File: src/rtl/sched_grant_fsm.sv
// sched_grant_fsm: round-robin grant scheduler for one shared datapath unit.
// Issues at most one registered one-hot grant; each grant ends on release
// (done), on request withdrawal, or optionally on a hold-time limit. Every
// grant is followed by a DRAIN cycle and an IDLE cycle before the next award.
//
// Optional feature: define METRON_SCHED_TIMEOUT_EN to enable the hold counter
// and the MAX_HOLD timeout with the preempt pulse. Without it the counter is
// compiled out, preempt is tied low and grants may be held indefinitely.
//
// state | meaning
// ------+--------------------------------------------------------------
// IDLE  | no grant; award next winner when any request is pending
// GRANT | first cycle of a grant
// HOLD  | grant continuing past its first cycle
// DRAIN | grant dropped; pointer updated; always returns to IDLE
module sched_grant_fsm #(
  parameter int N_REQ    = 4,
  parameter int MAX_HOLD = 8
) (
  input  logic                       clock,
  input  logic                       reset,
  input  logic [N_REQ-1:0]           req,
  input  logic                       done,
  output logic [N_REQ-1:0]           grant,
  output logic [$clog2(N_REQ)-1:0]   grant_id,
  output logic                       busy,
  output logic                       preempt,
  output logic [1:0]                 state_o
);

  localparam int IDW = $clog2(N_REQ);

  typedef enum logic [1:0] {
    IDLE  = 2'd0,
    GRANT = 2'd1,
    HOLD  = 2'd2,
    DRAIN = 2'd3
  } state_t;

  // Parameter sanity check at elaboration time.
  if (N_REQ < 2 || MAX_HOLD < 2) begin : g_bad_param
    $error("sched_grant_fsm: N_REQ and MAX_HOLD must both be >= 2");
  end

  state_t           state;
  logic [IDW-1:0]   last;
  logic [IDW-1:0]   cand;
  logic [IDW-1:0]   win_id;
  logic             win_found;
  logic [N_REQ-1:0] win_onehot;
  logic             cur_req;
  logic             timeout_hit;
  logic             end_grant;

`ifdef METRON_SCHED_TIMEOUT_EN
  localparam int HW = $clog2(MAX_HOLD + 1);
  logic [HW-1:0] hold_cnt;
  logic          preempt_r;
  logic          timeout_only;

  assign timeout_hit  = (hold_cnt == HW'(MAX_HOLD));
  // Preempt only when the limit is the sole reason the grant ends.
  assign timeout_only = timeout_hit & ~done & cur_req;
  assign preempt      = preempt_r;
`else
  assign timeout_hit = 1'b0;
  assign preempt     = 1'b0;
`endif

  // Round-robin search starting just after the previous winner, wrapping at N_REQ-1.
  always_comb begin
    cand       = last;
    win_id     = '0;
    win_found  = 1'b0;
    for (int i = 0; i < N_REQ; i++) begin
      cand = (cand == IDW'(N_REQ - 1)) ? '0 : cand + 1'b1;
      if (!win_found && req[cand]) begin
        win_found = 1'b1;
        win_id    = cand;
      end
    end
    win_onehot = {{(N_REQ-1){1'b0}}, 1'b1} << win_id;
  end

  // Grant end condition; only the current grantee's request bit matters.
  assign cur_req   = req[grant_id];
  assign end_grant = done | ~cur_req | timeout_hit;

  assign state_o = state;

  // Scheduler state machine with registered outputs.
  always_ff @(posedge clock) begin
    if (reset) begin
      state    <= IDLE;
      grant    <= '0;
      grant_id <= '0;
      busy     <= 1'b0;
      last     <= IDW'(N_REQ - 1);
`ifdef METRON_SCHED_TIMEOUT_EN
      hold_cnt  <= '0;
      preempt_r <= 1'b0;
`endif
    end else begin
      case (state)
        IDLE: begin
          if (win_found) begin
            state    <= GRANT;
            grant    <= win_onehot;
            grant_id <= win_id;
            busy     <= 1'b1;
`ifdef METRON_SCHED_TIMEOUT_EN
            hold_cnt <= HW'(1);
`endif
          end
        end
        GRANT, HOLD: begin
          if (end_grant) begin
            state <= DRAIN;
            grant <= '0;
`ifdef METRON_SCHED_TIMEOUT_EN
            preempt_r <= timeout_only;
`endif
          end else begin
            state <= HOLD;
`ifdef METRON_SCHED_TIMEOUT_EN
            hold_cnt <= hold_cnt + 1'b1;
`endif
          end
        end
        DRAIN: begin
          state <= IDLE;
          busy  <= 1'b0;
          last  <= grant_id;
`ifdef METRON_SCHED_TIMEOUT_EN
          preempt_r <= 1'b0;
`endif
        end
        default: state <= IDLE;
      endcase
    end
  end

endmodule

File: config.mk
export PLATFORM = sky130hd
export DESIGN_NAME = sched_grant_fsm
export DESIGN_NICKNAME = d
export VERILOG_FILES = /design/src/rtl/sched_grant_fsm.sv
export SDC_FILE = /design/constraint.sdc
export NUM_CORES = 1
export LEC_CHECK = 0
export CAP_MARGIN = 20
export CORE_MARGIN = 10
export CORE_UTILIZATION = 45
export DETAILED_ROUTE_END_ITERATION = 12
export PLACE_DENSITY = 0.71
export SLEW_MARGIN = 40
export SYNTH_ARGS = -nofsm -noshare
export SYNTH_HDL_FRONTEND = slang
export SYNTH_SLANG_ARGS = --single-unit
File: constraint.sdc
create_clock -name clock -period 5.2 [get_ports clock]
set_input_delay 1.04 -clock clock [delete_from_list [all_inputs] [get_ports clock]]
set_output_delay 1.04 -clock clock [all_outputs]
set_load 0.01 [all_outputs]
==> After elaboration in Yosys (flattened, before gate mapping) <==
Index checks and enable logic that the tools add are counted.
{ "totals": {"reg_bits": 11, "output_inout_bits": 10, "input_bits": 7, "elab_cells": 69} }
{ "op_classes": {"n_addsub": 4, "shifts": 1, "bitwise_logic": 2, "reduce_logical": 13, "n_eq_ne": 9, "n_lt_le_gt_ge": 5, "muxes": 30} }
{ "op_table": {"columns": ["operator", "count"], "rows": [
  ["two-way mux 2 bit", 9],
  ["< comparator 2 x 3 -> 1 bit (second input constant)", 5],
  ["== test 2 bit (second input constant)", 6],
  ["two-way mux 1 bit", 11],
  ["binary-select mux 1 bit (select 2 bit)", 5],
  ["adder 2 x 1 -> 2 bit (second input constant)", 4],
  ["two-way mux 4 bit", 2],
  ["one-hot mux 4 bit (2 select lines)", 1],
  ["one-hot mux 2 bit (3 select lines)", 1],
  ["!= test 2 bit (second input constant)", 2],
  ["AND reduction 2 bit", 2],
  ["nonzero test 2 bit", 2],
  ["left shift 1 x 2 -> 4 bit (first input constant)", 1],
  ["logical AND 1 bit", 3],
  ["logical NOT 1 bit", 3],
  ["AND reduction 3 bit", 1],
  ["== test 2 x 1 -> 1 bit (second input constant)", 1],
  ["logical NOT 2 bit", 1],
  ["one-hot mux 1 bit (2 select lines)", 1],
  ["OR reduction 2 bit", 1],
  ["inverter 1 bit", 1],
  ["bitwise OR 1 bit", 1]
]} }

==> Longest topological paths before layout <==
Gate-level depths: netlist of the first run.
{ "depth": {"word_depth": 17, "mapped_depth": 7, "ltp_nobuf": 6} }

==> Worst setup path before layout of the first run <==
No wires, ideal clock.
{ "synth_path": {"kind": "input to register", "startpoint": "input req[1]", "endpoint": "register grant[2]", "path_stages": 6, "arrival_ns": 2.336, "slack_ns": 2.776, "t_required_ns": 5.113, "cell_sequence": "clkbuf_1 > nor4_2 > nand2_1 > a311oi_2 > nand2_1 > o31ai_1"} }
{ "synth_via": {"elab_chain_cells": 15, "word_cells_on_any_way": 32, "cone_classes": "eq/ne (2); shift (1); mux (20); bitwise (2); reduce/logical (7)"} }
{ "synth_rtl": {"columns": ["element", "line_no", "source"], "rows": [
  ["from (decl)", "22", "input logic [N_REQ-1:0] req,"],
  ["binary-select mux 1 bit (select 2 bit)", "77", "if (!win_found && req[cand]) begin"],
  ["two-way mux 1 bit (not written as such)", "77", null],
  ["two-way mux 1 bit", "77", null],
  ["logical NOT 1 bit", "77", null],
  ["logical AND 1 bit", "77", null],
  ["two-way mux 1 bit", "77", null],
  ["logical NOT 1 bit", "77", null],
  ["logical AND 1 bit", "77", null],
  ["two-way mux 1 bit", "77", null],
  ["logical NOT 1 bit", "77", null],
  ["logical AND 1 bit", "77", null],
  ["two-way mux 2 bit", "77", null],
  ["left shift 1 x 2 -> 4 bit", "82", "win_onehot = {{(N_REQ-1){1'b0}}, 1'b1} << win_id;"],
  ["two-way mux 4 bit", "106", "if (win_found) begin"],
  ["one-hot mux 4 bit (2 select lines)", "104", "case (state)"],
  ["to (signal assigned)", "108", "grant <= win_onehot;"],
  ["to (decl)", "24", "output logic [N_REQ-1:0] grant,"]
]} }
Several ways; a longest one is shown, not always the timed one. The select of a mux whose other input is x is not followed.
A chain may end at the register's enable or synchronous reset.

==> Worst setup path in the final report of the first run <==
{ "layout_path": {"startpoint": "input req[0]", "endpoint": "register grant[2]"} }
Same word-level chain as after synthesis.

==> results.txt, run 1 <==
CP dominant cell by count -> nand2_1
Vias in the first global route -> 745
Status -> complete, no violations
Cell row count -> 15
Die span in y -> 64.4 µm
Fraction of layout cells with a size suffix above 1 -> 0.0893
Sequential area share after synthesis -> 0.249
Synthesis-to-finish area growth -> 18.5%
Skew-Pair Late Insertion Delay -> 0.27 ns
Clock buffer depth -> 2
Startpoint Class -> input port
Vias per inst -> 5.80
Setup Fix Bufs, Post-CTS -> 0
Number of synthesized flops with an enable pin -> 0
Hold Fails Final Rpt -> 0
First-pass iteration count of the detailed router -> 4
IO Pins -> 17
R2R depth -> 6
Vias -> 795
Worst Path Required -> 5.39 ns
Transition time of the tightest slew-check pin -> 0.595 ns
CP max stage delay -> 0.65 ns
Diodes inserted -> 0
Critical path cell sequence -> clkdlybuf4s50_1, nor4_2, nand2_1, a311oi_2, nand2_1, o31ai_1
Reg2reg setup slack -> 2.62 ns
Worst rel slew slack -> 0.600
Die area -> 4140 µm²
Unrepaired setup endpoints after global routing -> false
Critical path class -> in2reg
Pwr Density -> 312 nW/µm²
Mapped cell area -> 886 µm²
Hold buffers post-CTS -> 0
Core area -> 1800 µm²
Max FO, Critical Path -> 11
Top-area cell type share of the netlist area -> 0.249
Overflow after GRT -> 0
Die Wd -> 64.4 µm
CTS tree -> yes
Hold path depth -> 2
Hold Path End -> grant[3]$_SDFFE_PP0P_
Clk slew on worst S/H paths -> 0.07 ns
Syn Nets -> 111
Minimum clock period -> 2.88 ns
Antenna Nets Post-Route -> 0
Pins Over Slew Limit -> 0
Mean area per synthesized cell -> 8.77 µm²
Inserted Clock Buffers -> 3
Buf/Inv on CP -> 1
Dpl hpwl -> 1450 µm
Static leakage -> 0.368 nW
Peak Freq -> 347 MHz
Most frequent cell after synthesis -> dfxtp_1
Cells after Synth -> 101
Top_reg_cell synth -> dfxtp_1
FF-to-FF End -> grant[1]$_SDFFE_PP0P_
CP endpoint kind -> register
Max VDD drop -> 0.000210 V
Hold Crit Class -> reg2reg
First-pass GRT wire length -> 3490 µm
Reg-to-Reg Start -> last[0]$_SDFFE_PP1P_
NumNets Final -> 123
Unique cell type count in the Yosys netlist -> 38
Top delay family on crit path -> simple AND/OR/NAND/NOR gates
Synth area leaders -> dfxtp_1, nor2b_1, a21oi_1, mux2i_1, ha_1
Top cells by count, synth -> dfxtp_1, nor2b_1, a21oi_1
Post-synth top area cell -> dfxtp_1
Worst Skew -> 0.00278 ns
Gpl congestion -> 0.795
Post-synth ARST share -> 0
Final setup violating endpoints -> 0
Clk sinks -> 11
Initial core utilization -> 0.492
Residual DRC count -> 0
Root Buffer Master -> clkbuf_4
Initial DRC Count -> 13
Tot Pwr -> 0.327 mW
# resized after CTS -> 0
Initial antenna violation count -> 0
Hold_sp -> grant[3]$_SDFFE_PP0P_
Routed Wire Length -> 1960 µm
Number of max-cap violations -> 0
Final core utilization -> 0.583
Warnings from Yosys -> 0
Total Routing Usage GR -> 0.101
CP Launch Point -> req[0]
Largest net degree at the start of global routing -> 18
H-tree levels -> 1
TNS Setup -> 0 ns
IO Port Bufs -> 15
Worst EP arrival -> 3.07 ns
Worst path slowest cell -> nor4_2
Synth Register Bits -> 11
Routed wire length per instance -> 14.3 µm
Tcrit/Tclk final -> 0.554
[cell families (layout without fill, tap and decap cells)]
logic type / Yosys count / in the layout / synth area share
flops: 11 / 11 / 0.249
other cells: 1 / 1 / 0.00423
compound gates: 33 / 33 / 0.290
buf+inv: 12 / 23 / 0.0664
simple gates: 35 / 35 / 0.249
fa+ha+maj: 3 / 3 / 0.0424
mux: 6 / 6 / 0.100
[registers in the layout (all words and copies together), names as in the netlist]
signal,cells
grant,4
grant_id,2
last,2
state_o,2
busy,1
[cell type report]
class / instances / area, µm²
inverter: 4 / 15.0
clock buffer: 4 / 26.3
sequential: 11 / 220
tap: 25 / 31.3
fill: 168 / 752
multi-input combinational: 78 / 607
timing repair buffer: 15 / 150
[per-stage QoR]
step | instance area, µm² | worst slack [ns] | instances | hold WS, ns
4_1_cts | 1050 | 2.31 | 137 | 0.461
2_1_floorplan | 886 | 2.78 | 101 | 0.479
3_3_place_gp | 1020 | 2.03 | 133 | 0.446
6_report | 1050 | 2.32 | 137 | 0.454
5_1_grt | 1050 | 2.19 | 137 | 0.475
3_5_place_dp | 1020 | 2.02 | 133 | 0.448
[power breakdown]
part           switching, mW  total [mW]  internal [mW]  leakage [nW]
clock                 0.0288      0.0586         0.0297        0.0150
combinational         0.0787       0.156         0.0768         0.263
sequential            0.0155       0.113         0.0977        0.0902
[worst reg2reg max path, cell delays in order (launching register included)]
cell,delay (ns)
dfxtp_1,0.69
ha_1,0.46
or3_4,0.43
and3b_4,0.20
o211a_4,0.23
o31ai_4,0.31
a32o_1,0.20
[worst max-delay path by stage]
stage | end | slack [ns] | depth (start not counted)
6_report | grant[2]$_SDFFE_PP0P_ | 2.32 | 6
5_1_grt | grant[3]$_SDFFE_PP0P_ | 2.19 | 6
4_1_cts | grant[2]$_SDFFE_PP0P_ | 2.31 | 6
3_5_place_dp | grant[2]$_SDFFE_PP0P_ | 2.02 | 6
3_3_place_gp | grant[3]$_SDFFE_PP0P_ | 2.03 | 6
2_1_floorplan | grant[2]$_SDFFE_PP0P_ | 2.78 | 6
[routing by layer]
layer	global-route usage	part of all wire
met3	0.0627	0.095
met1	0.132	0.49
met4	0.0160	0.0046
met2	0.137	0.41
met5	0	0
[placed cells by master, fill, tap and decap left out, types with 2 or more instances in the layout]
cell type | Yosys | final
nor2b_1 | 9 | 9
o211ai_1 | 4 | 4
nand2_1 | 7 | 7
nor3b_1 | 2 | 2
nand2b_1 | 5 | 5
clkdlybuf4s50_1 | 0 | 15
nand3b_1 | 2 | 2
inv_1 | 4 | 4
nand3_1 | 3 | 3
o31ai_1 | 3 | 3
a211o_1 | 2 | 2
clkbuf_4 | 0 | 3
a21oi_1 | 8 | 8
mux2i_1 | 4 | 4
ha_1 | 3 | 3
dfxtp_1 | 11 | 11
o21ai_0 | 6 | 6
a32o_1 | 2 | 2
(Power assumes the default switching activity.)
==> run 2: changes to the inputs <==
==> constraint.sdc (replaced) <==
create_clock -name clock -period 2.72 [get_ports clock]
set_input_delay 0.544 -clock clock [delete_from_list [all_inputs] [get_ports clock]]
set_output_delay 0.544 -clock clock [all_outputs]
set_load 0.01 [all_outputs]
==> results.txt, run 2 (synthesis results as in run 1) <==
First-pass iteration count of the detailed router -> 4 (unchanged)
Overflow after GRT -> 0 (unchanged)
Routed Wire Length -> 1970 µm (+0.36%)
Minimum clock period -> 2.24 ns
Dpl hpwl -> 1450 µm (-0.21%)
Clock buffer depth -> 2 (unchanged)
CTS tree -> yes
Most common cell after layout, fill and taps aside -> clkdlybuf4s50_1
Peak Freq -> 447 MHz
Residual DRC count -> 0 (unchanged)
NumNets Final -> 126 (+2.4%)
Max VDD drop -> 0.000479 V (+130%)
Cell row count -> 15 (unchanged)
Gpl congestion -> 0.813 (+2.3%)
Clk slew on worst S/H paths -> 0.07 ns (about the same)
Commonest non-fill, non-tap cells in the layout -> clkdlybuf4s50_1, dfxtp_1, nor2b_1
Die area -> 4140 µm² (unchanged)
Die Wd -> 64.4 µm (unchanged)
Pre-CTS WS -> 0.222 ns (-1.80 ns)
Final setup violating endpoints -> 0 (unchanged)
First-pass GRT wire length -> 3240 µm (-7.1%)
NetSw -> 0.234 mW (+90%)
Synthesis-to-finish area growth -> 21.0%
Root Buffer Master -> clkbuf_4
Status -> complete, no violations
Initial core utilization -> 0.492 (unchanged)
Largest net degree at the start of global routing -> 17 (-1)
Core area -> 1800 µm² (unchanged)
Startpoint Class -> input port
Area of the multi-input gates -> 607 µm² (unchanged)
Fraction of layout cells with a size suffix above 1 -> 0.113 (+0.0238)
Skew-Pair Late Insertion Delay -> 0.27 ns (about the same)
Pwr Density -> 588 nW/µm² (+89%)
Reg-to-Reg Start -> last[0]$_SDFFE_PP1P_
Total Routing Usage GR -> 0.0933 (-0.00744)
H-tree levels -> 1 (unchanged)
Unrepaired setup endpoints after global routing -> false
# resized after CTS -> 0 (unchanged)
Worst setup margin -> 0.481 ns (-1.84 ns)
Die span in y -> 64.4 µm (unchanged)
Worst EP arrival -> 2.40 ns (-0.67 ns)
Vias -> 790 (-0.63%)
Worst Path Required -> 2.89 ns (-2.50 ns)
Gate power share -> 0.493 (+0.018)
Critical path class -> in2reg
Worst Skew -> 0.000774 ns (-0.00200 ns)
Inserted Clock Buffers -> 3 (unchanged)
Initial antenna violation count -> 0 (unchanged)
Setup Fix Bufs, Post-CTS -> 0 (unchanged)
Hold Crit Class -> reg2reg
Number of max-cap violations -> 0 (unchanged)
Reg area -> 220 µm² (unchanged)
TNS Setup -> 0 ns (unchanged)
Pins Over Slew Limit -> 0 (unchanged)
Power share of the sequential group -> 0.329 (-0.017)
Clk sinks -> 11 (unchanged)
Power Internal -> 0.396 mW (+94%)
Clk pwr share -> 0.179 (about the same)
Tot Pwr -> 0.630 mW (+93%)
Max FO, Critical Path -> 11 (unchanged)
Vias per inst -> 5.64 (-2.8%)
Vias in the first global route -> 686 (-7.9%)
Filler instances -> 165 (-1.8%)
Initial DRC Count -> 20 (+7)
Hold Fails Final Rpt -> 0 (unchanged)
Static leakage -> 0.382 nW (+3.9%)
CP endpoint kind -> register
Net Sw Frac -> 0.372 (-0.00425)
Hold_sp -> grant[3]$_SDFFE_PP0P_
Hold buffers post-CTS -> 0 (unchanged)
Tcrit/Tclk final -> 0.823
IO Pins -> 17 (unchanged)
Final core utilization -> 0.595 (+0.0125)
Antenna Nets Post-Route -> 0 (unchanged)
IO Port Bufs -> 15 (unchanged)
Diodes inserted -> 0 (unchanged)
Routed wire length per instance -> 14.1 µm (-1.8%)
CP Launch Point -> req[3]
Biggest register -> grant
Max reg flops -> 4 (unchanged)
==> run 2: worst paths after layout <==
kind                                         endpoint  slack (ns)  cells after the start
worst max-delay path            grant[1]$_SDFFE_PP0P_        0.48                      6
worst min-delay path            grant[3]$_SDFFE_PP0P_        0.46                      2
worst max register to register  grant[0]$_SDFFE_PP0P_        0.57                      6
worst min register to register  grant[3]$_SDFFE_PP0P_        0.46                      2
==> run 2: final cells by class <==
type,instances,share of cell area
Clock buffer,4,0.0245
Inverter,4,0.0140
Sequential cell,11,0.205
Multi-Input combinational cell,78,0.566
Tap cell,25,0.0292
Timing Repair Buffer,18,0.161
==> run 2: critical path, cell delays in order <==
cell and delay [ns]:
clkdlybuf4s50_1 0.60, mux2i_1 0.38, nand3b_1 0.11, a221o_1 0.38, o21a_1 0.15, a32o_1 0.24
==> run 2: metal layers <==
| layer | track usage | up-vias | part of all wire |
|---|---|---|---|
| met5 | 0 | - | 0 |
| met4 | 0.0160 | 0 | 0.0041 |
| met3 | 0.0575 | 2 | 0.079 |
| met2 | 0.118 | 17 | 0.41 |
| met1 | 0.129 | 365 | 0.51 |
| li1 | - | 406 | - |
==> run 2: power by group through the flow <==
stage,clock network [mW],registers [mW],logic (mW)
2_1_floorplan,0,0.220,0.211
3_3_place_gp,0,0.211,0.304
3_5_place_dp,0,0.210,0.309
4_1_cts,0.118,0.208,0.311
5_1_grt,0.125,0.211,0.341
6_report,0.113,0.207,0.311
==> run 2: stage by stage <==
| step | cell area, µm² | hold WS (ns) | cells |
|---|---|---|---|
| after global placement | 1050 | 0.443 | 136 |
| after CTS | 1070 | 0.462 | 140 |
| final | 1070 | 0.456 | 140 |
| after global routing | 1070 | 0.475 | 140 |
| after detailed placement | 1050 | 0.446 | 136 |
| after floorplan | 886 | 0.479 | 101 |
